`src/rtl/sata_transport_pkg.sv`:
```
// ---------------------------------------------------------------------------
// sata_transport_pkg
// Shared definitions for the SATA transport-layer PIO receive path:
//   - FIS type codes for PIO Setup and Data FIS
//   - bit positions inside the link tuser sideband
//   - receive FSM state encoding
//   - PIO Setup descriptor record
//   - popcount4 helper used to turn a byte-keep mask into a byte count
// ---------------------------------------------------------------------------
package sata_transport_pkg;

    localparam logic [7:0] FIS_TYPE_PIO_SETUP = 8'h5F;
    localparam logic [7:0] FIS_TYPE_DATA      = 8'h46;

    // tuser layout: {drop, err, keep[3:0], sop, eop}
    localparam int TU_EOP     = 0;
    localparam int TU_SOP     = 1;
    localparam int TU_KEEP_LO = 2;
    localparam int TU_KEEP_HI = 5;
    localparam int TU_ERR     = 6;
    localparam int TU_DROP    = 7;

    typedef enum logic [1:0] {
        ST_IDLE    = 2'd0,
        ST_PIO_HDR = 2'd1,
        ST_DATA    = 2'd2,
        ST_SKIP    = 2'd3
    } pio_rx_state_e;

    typedef struct packed {
        logic        dir;
        logic        irq;
        logic [7:0]  status;
        logic [7:0]  error;
        logic [7:0]  estatus;
        logic [15:0] xfer_cnt;
    } pio_desc_t;

    function automatic logic [2:0] popcount4(input logic [3:0] v);
        return {2'b00, v[0]} + {2'b00, v[1]} + {2'b00, v[2]} + {2'b00, v[3]};
    endfunction

endpackage

```
`src/rtl/sata_transport_pio_rx.sv`:
```
// ---------------------------------------------------------------------------
// sata_transport_pio_rx
// Receives FISes from the link layer, decodes PIO Setup FISes into a
// descriptor and tracks the number of bytes still outstanding in the PIO
// data phase as Data FIS payload streams past.
//
// Ports
//   clk, rst                 clock, synchronous active-high reset
//   s_aixs_link_tdata[31:0]  link dword, FIS byte 0 in [31:24]
//   s_aixs_link_tuser        {drop, err, keep[3:0], sop, eop}
//   s_aixs_link_tvalid       beat valid
//   s_aixs_link_tready       beat accept (combinational)
//   pio_setup                pulse: PIO Setup FIS captured
//   pio_valid / pio_ready    descriptor handshake
//   pio_dir, pio_irq         D and I flags of the PIO Setup FIS
//   pio_status, pio_error    status / error bytes
//   pio_estatus              ending status byte
//   pio_xfer_cnt             transfer count in bytes
//   pio_remain               bytes still outstanding in the data phase
//   pio_done                 pulse: pio_remain reached zero via payload
//   fis_err                  pulse: malformed, errored or overrunning FIS
// ---------------------------------------------------------------------------
module sata_transport_pio_rx
    import sata_transport_pkg::*;
#(
    parameter int         USER_W    = 8,
    parameter logic [7:0] PIO_TYPE  = FIS_TYPE_PIO_SETUP,
    parameter logic [7:0] DATA_TYPE = FIS_TYPE_DATA
) (
    input  logic              clk,
    input  logic              rst,
    input  logic [31:0]       s_aixs_link_tdata,
    input  logic [USER_W-1:0] s_aixs_link_tuser,
    input  logic              s_aixs_link_tvalid,
    output logic              s_aixs_link_tready,
    output logic              pio_setup,
    output logic              pio_valid,
    input  logic              pio_ready,
    output logic              pio_dir,
    output logic              pio_irq,
    output logic [7:0]        pio_status,
    output logic [7:0]        pio_error,
    output logic [7:0]        pio_estatus,
    output logic [15:0]       pio_xfer_cnt,
    output logic [15:0]       pio_remain,
    output logic              pio_done,
    output logic              fis_err
);

    // Subtract a beat's byte count from the outstanding count. Bit 16 of the
    // result flags an overrun; the count then clamps at zero.
    function automatic logic [16:0] sub_remain(input logic [15:0] rem,
                                               input logic [2:0]  n);
        logic [15:0] n_ext;
        n_ext = {13'd0, n};
        if (n_ext > rem)
            return {1'b1, 16'd0};
        else
            return {1'b0, rem - n_ext};
    endfunction

    pio_rx_state_e state;
    logic [2:0]    idx;
    logic          hdr_dir;
    logic          hdr_irq;
    logic [7:0]    hdr_status;
    logic [7:0]    hdr_error;
    logic [7:0]    hdr_estatus;
    pio_desc_t     desc;
    logic [15:0]   remain;
    logic          valid_r;
    logic          setup_r;
    logic          done_r;
    logic          ferr_r;
    logic          ovr;       // payload overran this Data FIS; ignore the rest

    logic          beat;
    logic          sop;
    logic          eop;
    logic          bad;
    logic [7:0]    fis_type;
    logic [2:0]    keep_n;
    logic [16:0]   sub_res;
    logic [15:0]   xfer_in;

    assign sop      = s_aixs_link_tuser[TU_SOP];
    assign eop      = s_aixs_link_tuser[TU_EOP];
    assign bad      = s_aixs_link_tuser[TU_ERR] | s_aixs_link_tuser[TU_DROP];
    assign fis_type = s_aixs_link_tdata[31:24];
    assign keep_n   = popcount4(s_aixs_link_tuser[TU_KEEP_HI:TU_KEEP_LO]);
    assign sub_res  = sub_remain(remain, keep_n);
    // FIS bytes 17:16 hold the little-endian transfer count
    assign xfer_in  = {s_aixs_link_tdata[23:16], s_aixs_link_tdata[31:24]};

    // Stall only the final header dword while an unconsumed descriptor would
    // otherwise be overwritten.
    assign s_aixs_link_tready = !((state == ST_PIO_HDR) && (idx == 3'd4) &&
                                  valid_r && !pio_ready);
    assign beat = s_aixs_link_tvalid && s_aixs_link_tready;

    always_ff @(posedge clk) begin
        if (rst) begin
            state       <= ST_IDLE;
            idx         <= '0;
            hdr_dir     <= 1'b0;
            hdr_irq     <= 1'b0;
            hdr_status  <= '0;
            hdr_error   <= '0;
            hdr_estatus <= '0;
            desc        <= '0;
            remain      <= '0;
            valid_r     <= 1'b0;
            setup_r     <= 1'b0;
            done_r      <= 1'b0;
            ferr_r      <= 1'b0;
            ovr         <= 1'b0;
        end else begin
            setup_r <= 1'b0;
            done_r  <= 1'b0;
            ferr_r  <= 1'b0;
            if (valid_r && pio_ready)
                valid_r <= 1'b0;

            if (beat) begin
                // A new FIS may start from IDLE or interrupt a FIS being skipped
                if (sop && (state == ST_IDLE || state == ST_SKIP)) begin
                    if (fis_type == PIO_TYPE) begin
                        if (bad) begin
                            ferr_r <= 1'b1;
                            state  <= eop ? ST_IDLE : ST_SKIP;
                        end else if (eop) begin
                            ferr_r <= 1'b1;
                            state  <= ST_IDLE;
                        end else begin
                            state      <= ST_PIO_HDR;
                            idx        <= 3'd1;
                            hdr_dir    <= s_aixs_link_tdata[21];
                            hdr_irq    <= s_aixs_link_tdata[22];
                            hdr_status <= s_aixs_link_tdata[15:8];
                            hdr_error  <= s_aixs_link_tdata[7:0];
                        end
                    end else if (fis_type == DATA_TYPE && remain != 16'd0 && !eop) begin
                        state <= ST_DATA;
                        ovr   <= 1'b0;
                    end else begin
                        state <= eop ? ST_IDLE : ST_SKIP;
                    end
                end else begin
                    case (state)
                        ST_IDLE: ;
                        ST_SKIP: begin
                            if (eop)
                                state <= ST_IDLE;
                        end
                        ST_PIO_HDR: begin
                            if (bad) begin
                                ferr_r <= 1'b1;
                                state  <= eop ? ST_IDLE : ST_SKIP;
                            end else if (eop) begin
                                state <= ST_IDLE;
                                if (idx == 3'd4) begin
                                    desc.dir      <= hdr_dir;
                                    desc.irq      <= hdr_irq;
                                    desc.status   <= hdr_status;
                                    desc.error    <= hdr_error;
                                    desc.estatus  <= hdr_estatus;
                                    desc.xfer_cnt <= xfer_in;
                                    remain        <= xfer_in;
                                    valid_r       <= 1'b1;
                                    setup_r       <= 1'b1;
                                end else begin
                                    ferr_r <= 1'b1;
                                end
                            end else if (idx == 3'd4) begin
                                ferr_r <= 1'b1;
                                state  <= ST_SKIP;
                            end else begin
                                if (idx == 3'd3)
                                    hdr_estatus <= s_aixs_link_tdata[7:0];
                                idx <= idx + 3'd1;
                            end
                        end
                        ST_DATA: begin
                            if (bad) begin
                                ferr_r <= 1'b1;
                            end else if (!ovr && keep_n != 3'd0) begin
                                remain <= sub_res[15:0];
                                if (sub_res[16]) begin
                                    ovr    <= 1'b1;
                                    done_r <= 1'b1;
                                    ferr_r <= 1'b1;
                                end else if (sub_res[15:0] == 16'd0) begin
                                    done_r <= 1'b1;
                                end
                            end
                            if (eop)
                                state <= ST_IDLE;
                        end
                        default: state <= ST_IDLE;
                    endcase
                end
            end
        end
    end

    assign pio_setup    = setup_r;
    assign pio_valid    = valid_r;
    assign pio_dir      = desc.dir;
    assign pio_irq      = desc.irq;
    assign pio_status   = desc.status;
    assign pio_error    = desc.error;
    assign pio_estatus  = desc.estatus;
    assign pio_xfer_cnt = desc.xfer_cnt;
    assign pio_remain   = remain;
    assign pio_done     = done_r;
    assign fis_err      = ferr_r;

endmodule

```
`config.mk`:
```
export PLATFORM = sky130hd
export DESIGN_NAME = sata_transport_pio_rx
export DESIGN_NICKNAME = d
export VERILOG_FILES = /design/src/rtl/sata_transport_pkg.sv /design/src/rtl/sata_transport_pio_rx.sv
export SDC_FILE = /design/constraint.sdc
export NUM_CORES = 1
export LEC_CHECK = 0
export CAP_MARGIN = 20
export CORE_MARGIN = 4
export CORE_UTILIZATION = 40
export CTS_BUF_LIST = sky130_fd_sc_hd__clkbuf_8
export DETAILED_ROUTE_END_ITERATION = 10
export PLACE_DENSITY = 0.7
export SLEW_MARGIN = 15
export SYNTH_ARGS = -nofsm -noshare
export SYNTH_HDL_FRONTEND = slang
export SYNTH_SLANG_ARGS = --single-unit
```
`constraint.sdc`:
```
create_clock -name clk -period 4.87 [get_ports clk]
set_input_delay 0.487 -clock clk [delete_from_list [all_inputs] [get_ports clk]]
set_output_delay 0.487 -clock clk [all_outputs]
set_load 0.005 [all_outputs]
```
# Word level (Yosys, flattened, before mapping)
# Index checks and enable logic that the tools add are counted.
[classes]
addsub = 5
n_lt_le_gt_ge = 1
eq_ne = 19
n_mux = 54
n_bitwise = 9
n_reduce_logical = 35
[op_table]
columns = ["cell", "count"]
rows = [
  ["$mux W16", 5],
  ["$pmux W16 S2", 1],
  ["$mux W1", 28],
  ["$mux W3", 8],
  ["$mux W2", 9],
  ["$mux W17", 1],
  ["$eq A8 B7 Y1 const B", 2],
  ["$gt A3 B16 Y1", 1],
  ["$logic_not A16 Y1", 1],
  ["$reduce_bool A16 Y1", 1],
  ["$sub A16 B3 Y16", 1],
  ["$reduce_and A7 Y1", 2],
  ["$reduce_and A6 Y1", 2],
  ["$reduce_or A6 Y1", 2],
  ["$ne A2 B1 Y1 const B", 5],
  ["$ne A2 B2 Y1 const B", 5],
  ["$reduce_bool A2 Y1", 5],
  ["$logic_and A1 B1 Y1", 9],
  ["$not A1 Y1", 8],
  ["$reduce_and A8 Y1", 1],
  ["$reduce_bool A3 Y1", 2],
  ["$ne A5 B3 Y1 const B", 1],
  ["$reduce_and A5 Y1", 1],
  ["$eq A2 B2 Y1 const B", 2],
  ["16 further kinds", 20],
]
[word_totals]
ff_bits = 94
in_bits = 44
out_inout_bits = 63
wordCells = 142

# Depth between registers and ports, before layout
[depth]
word_depth = 10
depth_mapped = 13
depth_no_buf = 12

# Least setup slack after synthesis
# Ideal clock, no wire load.
[synth_timing]
kind = "input to register"
startpoint = "input port s_aixs_link_tuser[2]"
endpoint = "register remain[11], in the netlist pio_remain[11]"
setup_ps = 92
arrival_ps = 3087
t_required_ps = 4778
path_slack_ps = 1691
path_stages = 12
n_path_buf = 1
path_cell_list = "inv_1 > fa_1 > inv_1 > ha_1 > ha_1 > fa_1 > nand2b_1 > and4_4 > a21oi_2 > buf_2 > a21oi_1 > o32ai_1"
[synth_between]
elab_chain_cells = 8
[synth_lines]
columns = ["item", "line", "source"]
rows = [
  ["start, declared", "sata_transport_pio_rx.sv:33", "input logic [USER_W-1:0] s_aixs_link_tuser,"],
  ["$add A1 B1 Y2 *", "sata_transport_pkg.sv:40", "return {2'b00, v[0]} + {2'b00, v[1]} + {2'b00, v[2]} + {2'b00, v[3]};"],
  ["$add A2 B1 Y3 *", "sata_transport_pkg.sv:40", ""],
  ["$add A3 B1 Y3 *", "sata_transport_pkg.sv:40", ""],
  ["$sub A16 B3 Y16 / $gt A3 B16 Y1 (equally long branches)", "sata_transport_pio_rx.sv:59, sata_transport_pio_rx.sv:56", ""],
  ["$mux W17", "sata_transport_pio_rx.sv:56", "if (n_ext > rem)"],
  ["$mux W16", "sata_transport_pio_rx.sv:186", "end else if (!ovr && keep_n != 3'd0) begin"],
  ["$mux W16", "sata_transport_pio_rx.sv:184", "if (bad) begin"],
  ["$pmux W16 S2", "sata_transport_pio_rx.sv:149", "case (state)"],
  ["end signal, assigned", "sata_transport_pio_rx.sv:168", "remain <= xfer_in;"],
  ["end signal, assigned", "sata_transport_pio_rx.sv:187", "remain <= sub_res[15:0];"],
  ["end, declared", "sata_transport_pio_rx.sv:70", "logic [15:0] remain;"],
]
# Every way passes the cells marked *; elsewhere a longest branch is shown, timed or not. The select of a mux whose other input is x is not followed.
# A chain may end at the register's enable or synchronous reset.

# Worst setup path in the final report
[layout_timing]
startpoint = "input port s_aixs_link_tuser[2]"
endpoint = "register remain[13], in the netlist pio_remain[13]"
# The elaborated chain is that of the path after synthesis.

==> out/results.ini <==
[clock_tree]
path_clk_slew_ps = 100
cts_resized = 0
cts_sinks = 94
post_cts_buffers = 0
ctsHoldBuffers = 0
htreeDepth = 3
clockBufferDepth = 2
ctsRootBufferMaster = clkbuf_8
cts_tree = built
clock_latency_ps = 360
numCtsBuffers = 9

[critical_path]
crit_start = s_aixs_link_tuser[2]
r2r_setup_slack_ps = 1870
cp-end-kind = flop
critPathMaxFanout = 14
reg2reg_from = state[0]
cp_data_required_time_ps = 5140
cp-start-kind = input port
cpPeakStageDelay_ps = 560
worstSetupPathType = in2reg
cpMaxStageDelayCell = a21oi_2
cp_cell_sequence = clkdlybuf4s50_1, inv_1, fa_1, inv_1, ha_1, ha_1, fa_1, nand2b_1, and4_4, a21oi_2, o21ai_0, a311oi_1
arrival_ps = 4090
cp.buffers_inverters = 3
cp_top_family = adder cells
reg2reg_depth = 6
r2r_end = pio_remain[13]

[global_route]
grt_pass1_wl_um = 20270
grt_max_degree = 62
grt_pass1_vias = 4054
groute.usage.overall_pct = 19.54
grt-ovfl-total = 0
antenna_found_initial = 0

[layout]
final_area_um2 = 5709
area_growth_pct = 31.05
final_cells = 758
final_layout_size_suffix_gt1_share_pct = 5.466
finalNetCount = 675
fillers = 1010
antennaDiodeCount = 0

[synth]
synth_top_area_share_pct = 43.19
syn_nets = 583
avgSynthCellArea_um2 = 8.298
synthCells = 525
synth_area_leader_cell = dfxtp_1
ys_seq_area_share_pct = 43.19
synth_enable_flop_cells = 0
synth_area_leaders = dfxtp_1 43%, nand2_1 8.8%, a21oi_1 7.0%
syn_area_um2 = 4357
yosysWarnings = 0
yosys.cell_types.count = 57
synth_ff_type = dfxtp_1
async_reset_ff_share_pct = 0
ys_seq_elements = 94

[power_and_ir_drop]
leakage_nw = 2.064
ir_drop_uv = 231.3
power_density_nw_per_um2 = 276.8

[min_path]
hp-class = reg2reg
worstHoldPathCells = 2
min_to = pio_xfer_cnt[1]
min_from = pio_xfer_cnt[1]

[sta]
max-slew-margin-rel_pct = 44.54
min_period_ps = 3820
fmax_mhz = 261.7
whs_ps = 460.5
clock_skew_ps = 14.13
grt_setup_unrepaired = no
fin_ws_ps = 1050
worstMarginPinSlew_ps = 825.6
fin_crit_sh_pct = 78.45
finalSetupViolCount = 0
setup-tns-final_ps = 0
finalHoldViolations = 0
slew_viol_final = 0

[placement]
port_buffers = 106
dpl_cell_area_um2 = 5490
dpl.cell_count = 741
post-place-ws_ps = 719.2
place_hpwl_um = 8926
place.gp.congestion = 0.9012

[floorplanning]
die_y_um = 112.4
core-area_um2 = 10460
initial_core_util_pct = 41.64
die_w_um = 112.4
io_pins = 107
rows = 37
dieArea_um2 = 12630

[drt]
wirelength_um = 12570
dr_total_vias = 4100
final_antenna_net_count = 0
drt_iter0_drc = 181
viasPerCell = 5.409
drc = 0
wl_per_cell_um = 16.59
dr.pass1.iters = 5

[job]
maxCapViolations = 0

[run_status]
outcome = complete, no violations

-- worst min-delay path: stages (launching register included) --
cell and delay (ps):
dfxtp_1 320, nand2_1 50, a21oi_1 50
-- worst max path at each step --
stage / endpoint / slack [ps] / cells past startpoint
CTS: pio_remain[13] / 1090 / 12
finish: pio_remain[13] / 1050 / 12
global route: pio_remain[13] / 820 / 12
global placement: pio_remain[13] / 780 / 12
floorplan: pio_remain[11] / 1690 / 12
detailed placement: pio_remain[13] / 720 / 12
-- Yosys cell counts (5+ instances only) --
master    count
a21oi_1      61
a22oi_1       5
buf_2         6
clkbuf_1     23
dfxtp_1      94
ha_1         12
inv_1        24
mux2i_1      27
nand2_1     102
nand2b_1     12
nand3_1      11
nor2_1       47
nor3_1       14
o21ai_0       6
o32ai_1       8
-- state kept, by name (all words and copies together) (netlist names), 2 cells and up --
name and count:
hdr_error 8, hdr_estatus 8, hdr_status 8, idx 3
pio_error 8, pio_estatus 8, pio_remain 16, pio_status 8
pio_xfer_cnt 16, state 2
-- power breakdown --
part           total (mW)  leakage [nW]  internal, mW  switching (mW)
Sequential          0.784         0.757         0.775         0.00903
Combinational       0.286          1.21         0.121           0.165
Clock               0.510        0.0981         0.203           0.308
Total                1.58          2.06          1.10           0.482
-- cells in the final DEF, fill, tap and decap left out, types with 4 or more instances in the layout --
master | netlist | layout
nand3_1 | 11 | 11
clkdlybuf4s50_1 | 0 | 105
mux2i_1 | 27 | 27
buf_4 | 1 | 5
dfxtp_1 | 94 | 94
ha_1 | 12 | 12
clkbuf_8 | 0 | 9
inv_1 | 24 | 24
nor2_1 | 47 | 47
nand2b_1 | 12 | 12
a21oi_1 | 61 | 61
o21ai_0 | 6 | 6
nand4_1 | 4 | 4
a32oi_1 | 4 | 4
nand2_1 | 102 | 102
o32ai_1 | 8 | 8
nor3_1 | 14 | 13
a22oi_1 | 5 | 5
nor4_1 | 4 | 4
a31oi_1 | 4 | 4
-- kinds of logic after synthesis --
family,synth area share (%)
compound gates,15.97
xor+xnor,0.4021
fa+ha+maj,4.365
buf+inv,5.256
flops,43.19
mux,6.203
simple gates,24.61
-- layout make-up --
class	instances	area, um^2	share of cell area [%]
Inverter	25	93.84	1.644
Clock buffer	9	123.9	2.170
Sequential cell	94	1882	32.96
Tap cell	136	170.2	2.980
Clock inverter	7	75.07	1.315
Timing Repair Buffer	112	1114	19.50
Multi-Input combinational cell	375	2251	39.43
-- stage by stage --
| stage | utilization (%) | power (mW) |
|---|---|---|
| 6_report | 54.57 | 1.581 |
| 5_1_grt | 54.57 | 1.667 |
| 4_1_cts | 54.38 | 1.597 |
| 3_5_place_dp | 52.48 | 1.081 |
| 3_3_place_gp | 52.48 | 1.077 |
| 2_1_floorplan | - | 0.9797 |
-- routing by layer --
| layer | global-route usage [%] | wire (um) | up-vias | part of all wire (%) |
|---|---|---|---|---|
| met3 | 7.547 | 1164 | 12 | 9.3 |
| met1 | 25.46 | 5667 | 1925 | 45 |
| met5 | 0 | 0 | - | 0 |
| met4 | 4.728 | 140 | 0 | 1.1 |
| met2 | 30.63 | 5600 | 149 | 45 |
| li1 | - | - | 2014 | - |
(Power assumes the default switching activity.)
